`config.mk`:
```
export PLATFORM = sky130hd
export DESIGN_NAME = uart_tx_fifo
export DESIGN_NICKNAME = d
export VERILOG_FILES = /design/src/rtl/uart_tx_fifo.sv
export SDC_FILE = /design/constraint.sdc
export NUM_CORES = 1
export LEC_CHECK = 0
export ABC_AREA = 1
export BUFFER_PORTS_ARGS = -buffer_cell sky130_fd_sc_hd__buf_2
export CAP_MARGIN = 20
export CORE_MARGIN = 10
export CORE_UTILIZATION = 55
export DETAILED_ROUTE_END_ITERATION = 12
export PLACE_DENSITY_LB_ADDON = 0.08
export SLEW_MARGIN = 5
export SYNTH_ARGS = -nofsm -noshare
export SYNTH_HDL_FRONTEND = slang
export SYNTH_SLANG_ARGS = --single-unit
```
`constraint.sdc`:
```
create_clock -name clk -period 3.1 [get_ports clk]
set_input_delay 0 -clock clk [delete_from_list [all_inputs] [get_ports clk]]
set_output_delay 0 -clock clk [all_outputs]
set_load 0.005 [all_outputs]
```
`src/rtl/uart_tx_fifo.sv`:
```
// Buffered 8N1 UART transmitter: a small circular FIFO feeds a baud-rate serialiser driving txd (LSB first).
// Optional even-parity bit between data and stop when UART_TX_PARITY_EN is defined.
module uart_tx_fifo #(
  parameter int CLK_FREQ_HZ = 12000000,
  parameter int BAUD        = 115200,
  parameter int FIFO_DEPTH  = 4
) (
  input  logic                          clk,
  input  logic                          reset,
  input  logic [7:0]                    wr_data,
  input  logic                          wr_valid,
  output logic                          wr_ready,
  output logic                          txd,
  output logic                          busy,
  output logic [$clog2(FIFO_DEPTH):0]   fifo_count
);

  localparam int CLKS_PER_BIT = CLK_FREQ_HZ / BAUD;
  localparam int CNT_W        = $clog2(CLKS_PER_BIT);
  localparam int PTR_W        = $clog2(FIFO_DEPTH);
  localparam logic [CNT_W-1:0] CNT_LAST = CNT_W'(CLKS_PER_BIT - 1);
  localparam logic [PTR_W:0]   DEPTH_C  = (PTR_W + 1)'(FIFO_DEPTH);

`ifdef UART_TX_PARITY_EN
  typedef enum logic [2:0] {IDLE, START, DATA, PARITY, STOP} state_t;
`else
  typedef enum logic [2:0] {IDLE, START, DATA, STOP} state_t;
`endif

  state_t           state_q, state_d;
  logic [CNT_W-1:0] cnt_q, cnt_d;
  logic [2:0]       bit_q, bit_d;
  logic [7:0]       shift_q, shift_d;
  logic             txd_q, txd_d;
  logic [PTR_W-1:0] rd_ptr_q, rd_ptr_d, wr_ptr_q, wr_ptr_d;
  logic [PTR_W:0]   count_q, count_d;
  logic [7:0]       mem_q [FIFO_DEPTH];
`ifdef UART_TX_PARITY_EN
  logic             parity_q, parity_d;
`endif

  logic push, pop, fifo_empty, cnt_end;

  assign wr_ready   = (count_q != DEPTH_C);
  assign push       = wr_valid && wr_ready;
  assign fifo_empty = (count_q == '0);
  assign cnt_end    = (cnt_q == CNT_LAST);

  always_comb begin
    // NOTE: every signal gets a default before the case so no path leaves it unassigned (no latches).
    state_d = state_q;
    cnt_d   = cnt_q + 1'b1;
    bit_d   = bit_q;
    shift_d = shift_q;
    txd_d   = txd_q;
    pop     = 1'b0;
`ifdef UART_TX_PARITY_EN
    parity_d = parity_q;
`endif
    unique case (state_q)
      IDLE: begin
        cnt_d = '0;
        txd_d = 1'b1;
        if (!fifo_empty) begin
          pop     = 1'b1;
          state_d = START;
          txd_d   = 1'b0;
        end
      end
      START: if (cnt_end) begin
        cnt_d   = '0;
        state_d = DATA;
        txd_d   = shift_q[0];
      end
      DATA: if (cnt_end) begin
        cnt_d   = '0;
        shift_d = shift_q >> 1;
        if (bit_q == 3'd7) begin
`ifdef UART_TX_PARITY_EN
          state_d = PARITY;
          txd_d   = parity_q;
`else
          state_d = STOP;
          txd_d   = 1'b1;
`endif
        end else begin
          bit_d = bit_q + 1'b1;
          txd_d = shift_q[1];
        end
      end
`ifdef UART_TX_PARITY_EN
      PARITY: if (cnt_end) begin
        cnt_d   = '0;
        state_d = STOP;
        txd_d   = 1'b1;
      end
`endif
      STOP: if (cnt_end) begin
        cnt_d = '0;
        // Chain straight into the next start bit so queued frames leave no idle gap.
        if (!fifo_empty) begin
          pop     = 1'b1;
          state_d = START;
          txd_d   = 1'b0;
        end else begin
          state_d = IDLE;
          txd_d   = 1'b1;
        end
      end
      default: begin
        state_d = IDLE;
        cnt_d   = '0;
        txd_d   = 1'b1;
      end
    endcase

    if (pop) begin
      shift_d = mem_q[rd_ptr_q];
      bit_d   = '0;
`ifdef UART_TX_PARITY_EN
      parity_d = ^mem_q[rd_ptr_q];
`endif
    end

    rd_ptr_d = rd_ptr_q + PTR_W'(pop);
    wr_ptr_d = wr_ptr_q + PTR_W'(push);
    unique case ({push, pop})
      2'b10:   count_d = count_q + 1'b1;
      2'b01:   count_d = count_q - 1'b1;
      default: count_d = count_q;
    endcase
  end

  always_ff @(posedge clk or posedge reset) begin
    if (reset) begin
      state_q  <= IDLE;
      cnt_q    <= '0;
      bit_q    <= '0;
      shift_q  <= '0;
      txd_q    <= 1'b1;
      rd_ptr_q <= '0;
      wr_ptr_q <= '0;
      count_q  <= '0;
`ifdef UART_TX_PARITY_EN
      parity_q <= 1'b0;
`endif
    end else begin
      state_q  <= state_d;
      cnt_q    <= cnt_d;
      bit_q    <= bit_d;
      shift_q  <= shift_d;
      txd_q    <= txd_d;
      rd_ptr_q <= rd_ptr_d;
      wr_ptr_q <= wr_ptr_d;
      count_q  <= count_d;
`ifdef UART_TX_PARITY_EN
      parity_q <= parity_d;
`endif
    end
  end

  // NOTE: storage is left unreset; an entry is only read after a push wrote it, and reset clears the count.
  always_ff @(posedge clk) begin
    if (push) mem_q[wr_ptr_q] <= wr_data;
  end

  assign txd        = txd_q;
  assign busy       = (state_q != IDLE) || !fifo_empty;
  assign fifo_count = count_q;

endmodule

```
# Yosys cells after proc, flatten, opt, wreduce, memory -nomap -nowiden
# Memory sizes are Yosys's and may differ from the RTL's.
# Index checks and enable logic that the tools add are counted.
word_totals:
  ff_bits: 29
  latchBits: 0
  mem_bits_rw: 32
  rom_bits: 0
  inputBits: 11
  output_inout_bits: 6
  word_cells: 71
  memories: 1
mem_list:
  columns: ["name", "depth", "width", "rd", "rd_ports_with_merged_regs", "wr", "line_no", "rtl"]
  rows:
  - ["mem_q", 4, 8, 1, 0, 1, "37", "logic [7:0] mem_q [FIFO_DEPTH];"]
op_classes:
  n_addsub: 6
  multipliers: 0
  div: 0
  order_cmp: 0
  eq_ne: 14
  n_shift: 0
  n_mux: 28
  bitwise_logic: 0
  reduce_logical: 14
ops:
  columns: ["op", "n"]
  rows:
  - ["3-bit two-way mux", 9]
  - ["8-bit two-way mux", 3]
  - ["7-bit two-way mux", 2]
  - ["2-bit inequality test, second input constant", 6]
  - ["3-bit one-hot mux with 4 select lines", 1]
  - ["1-bit two-way mux", 10]
  - ["7-bit by 1-bit adder with 7-bit output, second input constant", 1]
  - ["7-bit == test, second input constant", 1]
  - ["3-bit by 1-bit adder with 3-bit output, second input constant", 2]
  - ["3-bit by 2-bit == test with 1-bit output, second input constant", 2]
  - ["3-bit zero test", 2]
  - ["3-bit one-hot mux with 2 select lines", 1]
  - ["3-bit AND reduction", 2]
  - ["2-bit nonzero test", 3]
  - ["5-bit AND reduction", 1]
  - ["2-bit by 1-bit adder with 2-bit output", 2]
  - ["1-bit one-hot mux with 4 select lines", 1]
  - ["3-bit by 1-bit == test with 1-bit output, second input constant", 1]
  - ["3-bit == test, second input constant", 1]
  - ["3-bit inequality test, second input constant", 1]
  - ["3-bit nonzero test", 1]
  - ["3-bit OR reduction", 1]
  - ["3-bit by 1-bit subtractor with 3-bit output, second input constant", 1]
  - ["2-bit by 1-bit == test with 1-bit output, second input constant", 1]
  - ["other kinds (6)", 6]

# Logic depth before layout (Yosys ltp)
# Gate-level depths: netlist of run 1.
logic_depth:
  ltp_word: 6
  mapped_depth: 13
  ltp_nobuf: 13

# Worst setup path after synthesis of run 1
# OpenSTA, ideal clock, no wires.
synth_timing:
  path_type: "flip-flop to flip-flop"
  start: "register cnt_q[0]"
  end: "register count_q[2], in the netlist fifo_count[2]"
  setup_time_ns: 0.131
  arrival_ns: 2.014
  t_required_ns: 2.969
  slack_ns: 0.955
  path_stages_with_launch: 14
  path_buffers: 0
  period_less_slack_ns: 2.145
  path_cell_list: "dfrtp_1 > ha_1 > nand3_2 > nor2_4 > nand2_4 > nand2_8 > nand2_8 > inv_2 > ha_1 > inv_1 > fa_1 > a21oi_1 > o21ai_0 > xor2_1"
synth_via:
  elab_chain_len: 5
  word_cells_on_any_way: 7
  classes_between: "3 x eq/ne; 3 x mux; 1 x reduce/logical"
synth_lines:
  columns: ["element", "line_no", "rtl"]
  rows:
  - ["start, declared", "31", "logic [CNT_W-1:0] cnt_q, cnt_d;"]
  - ["start signal, assigned", "149", "cnt_q <= cnt_d;"]
  - ["7-bit == test (*)", "47", "assign cnt_end = (cnt_q == CNT_LAST);"]
  - ["1-bit two-way mux (*)", "98", "STOP: if (cnt_end) begin"]
  - ["1-bit one-hot mux with 2 select lines (*)", "60", "unique case (state_q)"]
  - ["2-bit by 1-bit == test with 1-bit output or 2-bit == test (tied branches)", "127", "unique case ({push, pop})"]
  - ["3-bit one-hot mux with 2 select lines or 2-bit nonzero test (tied branches)", null, null]
  - ["end signal, assigned", "155", "count_q <= count_d;"]
  - ["end, declared", "36", "logic [PTR_W:0] count_q, count_d;"]
# Mark *: on every way between the ends. The rest lies on a longest branch, timed or not.
# A chain may end at the register's enable or synchronous reset.

# Final worst setup path of run 1
layout_timing:
  start: "register state_q[0]"
  end: "register count_q[2], in the netlist fifo_count[2]"
layout_via:
  elab_chain_len: 4
  word_cells_on_any_way: 7
  classes_between: "3 x eq/ne; 2 x mux; 2 x reduce/logical"
layout_lines:
  columns: ["element", "line_no", "rtl"]
  rows:
  - ["start, declared", "30", "state_t state_q, state_d;"]
  - ["start signal, assigned", "148", "state_q <= state_d;"]
  - ["3-bit by 2-bit == test with 1-bit output or 3-bit zero test (tied branches)", "60", null]
  - ["1-bit one-hot mux with 2 select lines (*)", "60", null]
  - ["2-bit by 1-bit == test with 1-bit output or 2-bit == test (tied branches)", "127", null]
  - ["3-bit one-hot mux with 2 select lines or 2-bit nonzero test (tied branches)", null, null]
# Marks and branches as above.

==> flow_metrics.tcl, run 1 <==
set metrics [dict create \
    tightest_slew_ns 0.604 \
    netlist.area_leader.share 0.340 \
    critPathCaptureType "flop" \
    clkSinkCount 60 \
    startpoint_type "flop" \
    worst-endpoint-arrival_ns 2.54 \
    timing_worst_setup_path_type "reg2reg" \
    firstDrtPassIters 4 \
    mostFrequentLayoutCell "nand2_1" \
    timing.reg2reg.setup_slack_ns 0.77 \
    via_count_of_the_first_global_routing_pass 1992 \
    detail_route.wl_per_cell_microns 13.3 \
    yosysWarningCount 0 \
    die_width_microns 91.7 \
    globalplace.congestion 0.732 \
    worstSkewPairLatency_ns 0.33 \
    hold_path.startpoint "wr_valid" \
    effective_utilization_at_floorplan 0.560 \
    layout.nets 332 \
    htree_levels 3 \
    placement.io_buffers 16 \
    grt_antenna_before_repair 0 \
    most-common-layout-cells "nand2_1 (78), nand3_1 (35), edfxtp_1 (32), dfrtp_1 (27), inv_1 (19)" \
    hpwlAfterDp_microns 3550 \
    core_sq_um 5040 \
    clock.fmax_mhz 429 \
    num-fill-cells 402 \
    crit-reg2reg-launch "state_q[0]$_DFFE_PP0P_" \
    syn_avg_cell_area_sq_um 10.3 \
    synth.yosys.seq_area_share 0.589 \
    vias_per_cell 5.10 \
    run_status "finished clean" \
    power.density_nw_per_um2 583 \
    slew_viol_final 0 \
    skew_ns 0.00870 \
    antenna_diode_count 0 \
    die_area_sq_um 8400 \
    hold_violations 0 \
    vdd_ir_drop_max_mv 0.490 \
    post_route_cells_drive_above_1_share 0.194 \
    cts.reportedPaths.clkPinSlew_ns 0.07 \
    vias 1962 \
    drt_iter0_markers 103 \
    timing.slew.headroom 0.598 \
    finalSetupViolations 0 \
    wirelength_microns 5130 \
    power_leakage_nw 1.52 \
    grt_max_degree 19 \
    root_buffer "clkbuf_8" \
    postCtsSetupRepairBufs 0 \
    io-pin-count 17 \
    synthDistinctLibCells 29 \
    grt.total_usage 0.132 \
    synth_top_cells_by_area "edfxtp_1 (34%), dfrtp_1 (24%), nand2_1 (10%), nand3_1 (6.2%), ha_1 (4.4%)" \
    finalNonFillerCells 385 \
    numPlacedInstances 360 \
    drcViolationCount 0 \
    grt_remaining_overflow 0 \
    rsz0062_at_grt "false" \
    antenna_violating_nets_remaining 0 \
    final_min_period_over_clock_period 0.752 \
    mappedNetlistArea_sq_um 2830 \
    worstPathRequired_ns 3.31 \
    cts-buffers-inserted 9 \
    netlist_instances 275 \
    synth.net_count 297 \
    die_height_microns 91.7 \
    area_growth_syn_to_layout_pct 15.6 \
    timing.setup.tns_ns 0 \
    critPathLaunch "state_q[0]$_DFFE_PP0P_" \
    min_period_ns 2.33 \
    synth.largest_area_cell "edfxtp_1" \
    tritoncts "built" \
    worst-path-max-fanout 18 \
    hold_path_class "in2reg" \
    grt_first_pass_wirelength_microns 8700 \
    synth-seq-cells 60 \
    clock_path_buffers 2 \
    number_of_rows_in_the_core_area 26 \
    max_cap_viol_count 0 \
]
-- synth_stat cells, drive strengths merged --
library cell / instances
a21oi: 5
buf: 5
clkbuf: 2
dfrtp: 27
dfstp: 1
edfxtp: 32
fa: 1
ha: 10
inv: 26
nand2: 83
nand3: 44
nor2: 15
nor3: 5
nor3b: 1
o21a: 1
o21ai: 10
o22ai: 1
xnor2: 1
xor2: 5
-- cells by family after synthesis --
kind of cell	share of synthesized area
flip-flops	0.589
AO/OA/AOI/OAI	0.0354
buffers and inverters	0.0492
AND/OR/NAND/NOR	0.257
adder cells (fa/ha/maj)	0.0514
XOR/XNOR	0.0186
-- flip-flops by register name, indices dropped and copies added (netlist names) --
signal,count
mem_q,32
fifo_count,3
bit_q,3
rd_ptr_q,2
wr_ptr_q,2
shift_q,8
state_q,2
cnt_q,7
txd,1
-- routing by layer --
layer | part of all wire | vias up | global-route usage | wire [microns]
met3 | 0.041 | 11 | 0.0334 | 211
li1 | - | 979 | - | -
met5 | 0 | - | 0 | 0
met2 | 0.51 | 50 | 0.236 | 2640
met1 | 0.43 | 922 | 0.136 | 2200
met4 | 0.015 | 0 | 0.0783 | 76
-- power breakdown --
| part | total (mW) | switching, mW | internal, mW |
|---|---|---|---|
| combinational | 0.302 | 0.185 | 0.116 |
| sequential | 1.03 | 0.0570 | 0.969 |
| clock | 0.578 | 0.292 | 0.286 |
| total | 1.91 | 0.534 | 1.37 |
-- area by class of cell --
type                            instances  area (sq um)  share of cell area
Inverter                               26          97.6              0.0299
Clock buffer                           11           131              0.0402
Multi-Input combinational cell        182          1020               0.313
Sequential cell                        60          1660               0.509
Clock inverter                          5          28.8             0.00881
Timing Repair Buffer                   31           235              0.0720
Tap cell                               70          87.6              0.0268
-- critical path: stages (launching register included) --
cell and delay (ns):
dfrtp_1 0.39, inv_1 0.08, ha_1 0.32, inv_2 0.18
nand2_8 0.14, inv_2 0.11, ha_1 0.14, inv_1 0.06
fa_1 0.37, a21oi_1 0.14, o21ai_0 0.12, xor2_1 0.15
-- metrics by stage --
step / power [mW] / hold WS [ns] / setup WS (ns) / area, sq um / utilization
2_1_floorplan: 1.21 / 0.0647 / 0.955 / 2830 / -
3_3_place_gp: 1.33 / 0.214 / 0.824 / 2990 / 0.593
3_5_place_dp: 1.34 / 0.0519 / 0.758 / 3020 / 0.598
4_1_cts: 1.93 / 0.102 / 0.756 / 3270 / 0.648
5_1_grt: 2.01 / 0.146 / 0.608 / 3270 / 0.648
6_report: 1.91 / 0.130 / 0.769 / 3270 / 0.648
-- final timing paths --
check,to,depth (start not counted)
min in group asynchronous,wr_ptr_q[0]$_DFF_PP0_,3
setup / recovery,fifo_count[2]$_DFFE_PP0P_,11
hold reg to reg,cnt_q[0]$_DFF_PP0_,1
setup reg to reg,fifo_count[2]$_DFFE_PP0P_,11
max in group asynchronous,bit_q[2]$_DFFE_PP0P_,4
hold / removal,wr_ptr_q[0]$_DFF_PP0_,4
-- timing repair --
item,CTS,global route
hold endpoints to repair,41,0
hold buffers,9,0
gates resized for setup,0,0
Power figures use the tool's default switching activity.
==> run 2: changes to the inputs <==
--- a/config.mk
+++ b/config.mk
@@ -5,7 +5,7 @@
 export SDC_FILE = /design/constraint.sdc
 export NUM_CORES = 1
 export LEC_CHECK = 0
-export ABC_AREA = 1
+export ABC_AREA = 0
 export BUFFER_PORTS_ARGS = -buffer_cell sky130_fd_sc_hd__buf_2
 export CAP_MARGIN = 20
 export CORE_MARGIN = 10
==> constraint.sdc (replaced) <==
create_clock -name clk -period 2.2 [get_ports clk]
set_input_delay 0 -clock clk [delete_from_list [all_inputs] [get_ports clk]]
set_output_delay 0 -clock clk [all_outputs]
set_load 0.005 [all_outputs]
==> flow_metrics.tcl, run 2 <==
set metrics [dict create \
    run_status "finished clean" \
    crit_path_top_delay_cell "dfrtp_1" \
    die_area_sq_um 7980 \
    clkSinkCount 60 \
    post_dp_cell_area_sq_um 2870 \
    largest_registers "mem_q x32, shift_q x8, cnt_q x7" \
    final_min_period_over_clock_period 0.975 \
    timing.slew.headroom 0.654 \
    drt_iter0_markers 75 \
    wirelength_microns 4650 \
    min_period_ns 2.14 \
    path_cells "ha_2 -> and3_4 -> a31oi_4 -> nor3_4 -> ha_4 -> inv_2 -> fa_2 -> xor2_2 -> nor2_2 -> xor2_1" \
    vias_per_cell 5.56 \
    hpwlAfterDp_microns 3300 \
    synth-seq-cells 60 \
    die_height_microns 89.3 \
    switching_power_mw 0.754 \
    critPathCaptureType "flop" \
    clock.fmax_mhz 466 \
    synthDistinctLibCells 35 \
    pwr-share-comb 0.143 \
    slew_viol_final 0 \
    skew_ns 0.00992 \
    grt_antenna_before_repair 0 \
    synth.net_count 194 \
    power_frac_clock 0.347 \
    finalSetupViolations 0 \
    syn_avg_cell_area_sq_um 15.4 \
    worst-path-max-fanout 2 \
    synth.most_common_cell "edfxtp_1" \
    synth.largest_area_cell "edfxtp_1" \
    grt_first_pass_wirelength_microns 7980 \
    yosysWarningCount 0 \
    design_area_sq_um 3220 \
    largest_register_ff_count 32 \
    mostFrequentLayoutCell "edfxtp_1" \
    synth_top_cells_by_area "edfxtp_1 (36%), dfrtp_1 (26%), mux4_2 (6.8%), mux2_2 (6.4%), ha_1 (4.7%)" \
    grt_remaining_overflow 0 \
    placement.io_buffers 16 \
    mappedNetlistArea_sq_um 2640 \
    netlist.area_leader.share 0.364 \
    grt.total_usage 0.135 \
    grt_max_degree 29 \
    worstSkewPairLatency_ns 0.34 \
    sw_share 0.266 \
    core_sq_um 4690 \
    cellInternalPower_mw 2.08 \
    synth.cells.most_frequent "edfxtp_1 (32), dfrtp_1 (27), mux2_2 (15), ha_1 (10)" \
    synth.yosys.seq_area_share 0.629 \
    ys_async_sr_fraction 0.467 \
    antenna_violating_nets_remaining 0 \
    synth_edf_count 32 \
    rsz0062_at_grt "true" \
    power_leakage_nw 1.31 \
    layout.nets 239 \
    synthFlopType "edfxtp_1" \
    globalplace.congestion 0.874 \
    tightest_slew_ns 0.520 \
    cts.reportedPaths.clkPinSlew_ns 0.07 \
    die_width_microns 89.3 \
    netlist_instances 172 \
    detail_route.wl_per_cell_microns 16.8 \
    vias 1535 \
    io-pin-count 17 \
    firstDrtPassIters 4 \
    tritoncts "built" \
    cts-buffers-inserted 9 \
    number_of_rows_in_the_core_area 25 \
    htree_levels 3 \
    post_route_cells_drive_above_1_share 0.378 \
    timing.setup.tns_ns 0 \
    via_count_of_the_first_global_routing_pass 1671 \
    max_cap_viol_count 0 \
    regMostFlops "mem_q" \
    power.density_nw_per_um2 879 \
    root_buffer "clkbuf_8" \
    max_stage_delay_ns 0.36 \
    hold_violations 0 \
    antenna_diode_count 0 \
    clock_path_buffers 2 \
    worstPathRequired_ns 2.45 \
    share_seq_of_total_power 0.510 \
    effective_utilization_at_floorplan 0.563 \
    startpoint_type "flop" \
    most-common-layout-cells "edfxtp_1 (32), dfrtp_1 (27), buf_2 (16), mux2_2 (15), buf_4 (15)" \
    drcViolationCount 0 \
    hold_path_class "in2reg" \
    timing_worst_setup_path_type "reg2reg" \
    worst-endpoint-arrival_ns 2.40 \
    vdd_ir_drop_max_mv 0.877 \
    area_growth_syn_to_layout_pct 22.0 \
]
run 2: timing repair:
item,in CTS,in global routing
pin swaps,2,1
hold buffers,9,0
cloned,0,0
endpoints found under the hold margin,59,0
resized for setup,2,2
setup buffers,5,0
endpoints found under the setup margin,1,1
run 2: layout make-up:
class / count / area (sq um)
sequential: 60 / 1660
fill: 327 / 1470
timing repair buffer: 40 / 283
clock buffer: 9 / 124
tap: 54 / 67.6
clock inverter: 7 / 76.3
multi-input combinational: 98 / 980
inverter: 8 / 30.0
run 2: power by group through the flow:
| stage | logic, mW | clock network (mW) | registers, mW |
|---|---|---|---|
| 2_1_floorplan | 0.232 | 0 | 1.45 |
| 3_3_place_gp | 0.366 | 0 | 1.45 |
| 3_5_place_dp | 0.386 | 0 | 1.47 |
| 4_1_cts | 0.413 | 1.01 | 1.45 |
| 5_1_grt | 0.450 | 1.06 | 1.47 |
| 6_report | 0.406 | 0.983 | 1.45 |
run 2: final timing paths:
kind | endpoint | slack [ns] | startpoint | cells past startpoint
max | fifo_count[2]$_DFFE_PP0P_ | 0.06 | cnt_q[1]$_DFF_PP0_ | 10
min reg2reg | wr_ptr_q[1]$_DFF_PP0_ | 0.53 | wr_ptr_q[1]$_DFF_PP0_ | 1
max reg2reg | fifo_count[2]$_DFFE_PP0P_ | 0.06 | cnt_q[1]$_DFF_PP0_ | 10
min | wr_ptr_q[0]$_DFF_PP0_ | 0.14 | wr_valid | 4
min in group asynchronous | bit_q[0]$_DFFE_PP0P_ | 0.27 | reset | 4
max in group asynchronous | txd$_DFFE_PP1P_ | 1.61 | reset | 4
run 2: logic make-up (layout without fill, tap and decap cells):
kind of cell | after synthesis | after routing | synth area share
XOR/XNOR | 10 | 10 | 0.0331
buffers and inverters | 14 | 64 | 0.0251
AND/OR/NAND/NOR | 40 | 40 | 0.0871
adder cells (fa/ha/maj) | 11 | 11 | 0.0549
flip-flops | 60 | 60 | 0.629
AO/OA/AOI/OAI | 11 | 11 | 0.0251
multiplexers | 26 | 26 | 0.145
run 2: metrics by stage:
stage	cells	hold slack [ns]	total power, mW	worst slack, ns	util
after global placement	246	0.0751	1.82	0.0992	0.612
after CTS	276	0.134	2.87	0.0227	0.686
after global routing	276	0.202	2.97	-0.0531	0.687
final	276	0.140	2.83	0.0560	0.687
after floorplan	172	0.0647	1.68	-0.0888	-
after detailed placement	246	0.0889	1.86	-0.0629	0.612
run 2: critical path: cells and delay by family (launching register included):
family                     cells  cell delay (ns)
and+or+nand+nor                3             0.54
AOI/OAI and AO/OA              1             0.10
xor gates and xnor gates       2             0.33
buffers and inverters          1             0.03
DFF                            1             0.36
adders and majority gates      3             0.71
run 2: per-layer routing:
layer / global-route usage / vias to the layer above / part of all wire
met1: 0.146 / 779 / 0.40
met4: 0.0390 / 0 / 0.0065
li1: - / 725 / -
met2: 0.241 / 26 / 0.56
met3: 0.0492 / 5 / 0.036
met5: 0 / - / 0
